### src/rtl/detect_sequence_param_fsm.sv
// Runtime-programmable serial sequence detector with overlap control and a saturating match counter.
// Optional macro DETECT_SEQ_PARAM_CNT_CLR_EN adds a synchronous cnt_clr input for match_count.
module detect_sequence_param_fsm #(
    parameter int MAX_LEN = 8,
    parameter int LEN_W   = $clog2(MAX_LEN + 1),
    parameter int CNT_W   = 8
) (
    input  logic               clk,
    input  logic               rst,
`ifdef DETECT_SEQ_PARAM_CNT_CLR_EN
    input  logic               cnt_clr,
`endif
    input  logic               cfg_load,
    input  logic [MAX_LEN-1:0] cfg_pattern,
    input  logic [LEN_W-1:0]   cfg_len,
    input  logic               cfg_overlap,
    input  logic               in_valid,
    input  logic               a,
    output logic               detected,
    output logic [CNT_W-1:0]   match_count,
    output logic               cfg_err,
    output logic               armed
);
    // Stream handshake: a is consumed on every posedge where in_valid is high and
    // cfg_load is low; there is no backpressure, so every valid bit is taken.

    typedef enum logic [1:0] {UNCFG, FILL, RUN} state_t;

    state_t             state;
    logic [MAX_LEN-1:0] hist;
    logic [MAX_LEN-1:0] pat;
    logic [LEN_W-1:0]   len;
    logic [LEN_W-1:0]   fill;
    logic               ovl;

    logic [MAX_LEN-1:0] hist_next;
    logic [MAX_LEN-1:0] mask;
    logic [LEN_W-1:0]   fill_next;
    logic               cfg_legal;
    logic               take_bit;
    logic               match;
    logic [CNT_W-1:0]   count_base;
    logic [CNT_W-1:0]   count_next;

    always_comb begin
        cfg_legal = (cfg_len != '0) && (cfg_len <= LEN_W'(MAX_LEN));
        take_bit  = in_valid && !cfg_load && (state != UNCFG);
        hist_next = {hist[MAX_LEN-2:0], a};
        fill_next = (fill < len) ? fill + LEN_W'(1) : len;
        for (int i = 0; i < MAX_LEN; i++) begin
            mask[i] = (LEN_W'(i) < len);
        end
        // fill gates matching, so stale history bits never contribute to a match
        match = take_bit && (fill_next >= len) && ((hist_next & mask) == (pat & mask));
    end

    always_comb begin
`ifdef DETECT_SEQ_PARAM_CNT_CLR_EN
        count_base = cnt_clr ? '0 : match_count;
`else
        count_base = match_count;
`endif
        count_next = count_base;
        if (match && (count_base != {CNT_W{1'b1}})) begin
            count_next = count_base + CNT_W'(1);
        end
    end

    always_ff @(posedge clk or negedge rst) begin
        if (!rst) begin
            state       <= UNCFG;
            hist        <= '0;
            fill        <= '0;
            pat         <= '0;
            len         <= '0;
            ovl         <= 1'b0;
            detected    <= 1'b0;
            match_count <= '0;
            cfg_err     <= 1'b0;
            armed       <= 1'b0;
        end else begin
            detected    <= 1'b0;
            cfg_err     <= 1'b0;
            match_count <= count_next;
            if (cfg_load) begin
                if (cfg_legal) begin
                    pat   <= cfg_pattern;
                    len   <= cfg_len;
                    ovl   <= cfg_overlap;
                    hist  <= '0;
                    fill  <= '0;
                    state <= FILL;
                    armed <= 1'b1;
                end else begin
                    cfg_err <= 1'b1;
                end
            end else if (take_bit) begin
                hist     <= hist_next;
                detected <= match;
                if (match && !ovl) begin
                    fill  <= '0;
                    state <= FILL;
                end else begin
                    fill  <= fill_next;
                    state <= (fill_next == len) ? RUN : FILL;
                end
            end
        end
    end

endmodule

### config.mk
export PLATFORM = sky130hd
export DESIGN_NAME = detect_sequence_param_fsm
export DESIGN_NICKNAME = d
export VERILOG_FILES = /design/src/rtl/detect_sequence_param_fsm.sv
export SDC_FILE = /design/constraint.sdc
export NUM_CORES = 1
export LEC_CHECK = 0
export CORE_MARGIN = 3
export CORE_UTILIZATION = 50
export CTS_BUF_LIST = sky130_fd_sc_hd__clkbuf_4
export CTS_CLUSTER_DIAMETER = 50
export CTS_CLUSTER_SIZE = 28
export DETAILED_ROUTE_END_ITERATION = 10
export PLACE_DENSITY = 0.75
export SLEW_MARGIN = 40
export SYNTH_ARGS = -nofsm -noshare
export SYNTH_HDL_FRONTEND = slang
export SYNTH_SLANG_ARGS = --single-unit
export TNS_END_PERCENT = 100
### constraint.sdc
create_clock -name clk -period 3.9 [get_ports clk]
set_input_delay 0.39 -clock clk [delete_from_list [all_inputs] [get_ports clk]]
set_output_delay 0.39 -clock clk [all_outputs]
set_load 0.01 [all_outputs]
==> reports/metrics.cfg <==
[status]
status = finished clean

[timing]
worst_slack_ns = 0.3712
hold_viol = 0
tightest_slew_ns = 0.7893
tns_ns = 0
rsz0062_at_grt = no
period_share = 0.9048
max_freq_mhz = 283.4
finalSetupViolations = 0
period_minus_slack_ns = 3.529
fin_skew_ns = 0.01105
final_max_slew_viol_count = 0
slew_headroom = 0.4725

[synthesis]
yosysWarnings = 0
synth_top_family_by_area = simple AND/OR/NAND/NOR gates
async_flop_share = 1.000
synth.area.top_cells = dfrtp_1, mux2_2, ha_1
synth_xor_area_frac = 0.08268
yosys.area.top_type = dfrtp_1
syn_area_um2 = 1907
synth_edf_count = 0
synth_fp_nets = 202
synthSimpleGateAreaFrac = 0.1404
synth_compound_area_frac = 0.1175
ys.flop_type = dfrtp_1
syn_avg_cell_area_um2 = 10.90
muxShareOfSynthArea = 0.08268
synth_cell_types = 35
synth_top_area_share = 0.4856
ys_seq_area_frac = 0.4856
synthAdderAreaFrac = 0.05906
synth-seq-cells = 37
syn_inst = 175

[finish]
design_area_um2 = 2280
n_antenna_cell = 0
final_common_cell = dfrtp_1
final_nets = 234
syn2layout_area_growth_pct = 19.55
final_cell_mix = dfrtp_1, clkdlybuf4s50_1, nand2_1, mux2_2, xor2_1
drive_gt1_frac = 0.1298
final_core_util = 0.6523

[clocking]
clk_pin_slew_ns = 0.12
cts_buffers = 5
cts_root_buf = clkbuf_4
postCtsHoldBufs = 0
cts_tree = built
cts_resized = 0
clock-sinks = 37
clk_latency_ns = 0.34
clockBufferDepth = 2
cts_setup_buffers = 0
cts_max_level = 2

[placement]
pre_cts_slack_ns = 0.4576
gp_congestion = 0.8590
place_area_um2 = 2225
hpwl_um = 2689
io_buffer_count = 28

[global_routing]
antenna_found_initial = 0
grt_max_degree = 38
grt_pass1_wl_um = 6223
gr-total-overflow = 0
gr-usage-all-layers = 0.1824
grt_pass1_vias = 1427

[critical_path]
arrival_ns = 3.76
worstSetupPathType = flop to flop
cp-start-kind = flop
startpoint = len[3]
rrSetupSlack_ns = 0.37
reg2reg_depth = 13
end_kind = flop
critPathCapture = match_count[1]
timing.rr.end = match_count[1]
required_ns = 4.13
cp_max_fo = 9
r2r_start = len[3]

[routing]
drt_iter0_drc = 104
route.detailed.drc = 0
drtPass1Iterations = 4
detail_route.wirelength_um = 3598
drtAntennaViolNets = 0
viasPerCell = 5.429
dr_total_vias = 1379
wl_per_cell_um = 14.17

[power]
power_density_nw_per_um2 = 499.2
irDropWorstVdd_mv = 0.2463
total_power_mw = 1.138
power_leakage_nw = 0.9987

[job]
drv_cap = 0

[die]
ios = 29
rows = 21
die_h_um = 67.76
initial_core_util = 0.5456
die_area_um2 = 4591
die_x_um = 67.76
coreArea_um2 = 3495

[min_path]
worstHoldPathType = input pin to async pin

[Yosys cell counts (4+ instances only)]
cell type and count:
nand2b_1 4, dfrtp_1 37, ha_1 9, nor2_1 8, o21ai_0 10, mux2_2 13, a21oi_1 9, xnor2_1 7
a22o_1 5, xor2_1 11, inv_1 7, nand2_1 21, nor3_1 4, nand3_1 4
[where the power goes]
part	internal [mW]	leakage (nW)	switching, mW
Combinational	0.215	0.505	0.212
Sequential	0.447	0.461	0.0663
Clock	0.0683	0.0326	0.130
Total	0.730	0.999	0.408
[stage by stage]
step,hold WS (ns),cells
floorplan,0.09441,175
global route,0.4941,254
global placement,0.4557,246
CTS,0.4618,254
detailed placement,0.4608,246
finish,0.4568,254
[metal layers]
metal / share of wire / GRT usage
met1: 0.45 / 0.2283
met5: 0 / 0
met4: 0.014 / 0.07848
met2: 0.49 / 0.2928
met3: 0.039 / 0.05158
[how the worst min path moves through the flow]
stage	startpoint	to	slack, ns	cells past startpoint
global route	rst	fill[1]	0.49	2
detailed placement	armed	armed	0.46	1
floorplan	rst	armed	0.09	0
CTS	rst	fill[1]	0.46	2
global placement	armed	armed	0.46	1
finish	rst	fill[1]	0.46	2
[cells by family (layout without fill, tap and decap cells)]
family	after synthesis	in the layout
simple gates	51	51
flops	37	37
compound gates	34	34
xor+xnor	18	18
mux	14	14
buf+inv	12	45
fa+ha+maj	9	9
[registers in the layout, indices dropped and copies added, names as in the netlist, 2 cells and up]
name,count
hist,7
state,2
pat,8
match_count,8
fill,4
len,4
[final cells by class]
type / count / area (um2)
fill: 288 / 1215
multi-input combinational: 126 / 919.6
tap: 46 / 57.56
sequential: 37 / 925.9
inverter: 7 / 26.28
clock inverter: 3 / 17.52
timing repair buffer: 30 / 295.3
clock buffer: 5 / 37.54
[critical path: stages (launching register included)]
cell and delay [ns]:
dfrtp_1 0.50, inv_1 0.13, ha_1 0.32, nand2_1 0.05, o21ai_1 0.38, nand2_1 0.10, o21ai_0 0.13, inv_1 0.08
ha_1 0.28, nand2b_1 0.15, a2111oi_0 0.40, nor3_1 0.11, or3b_1 0.41, mux2_1 0.36
No activity file was read; power rests on OpenSTA's default activity.
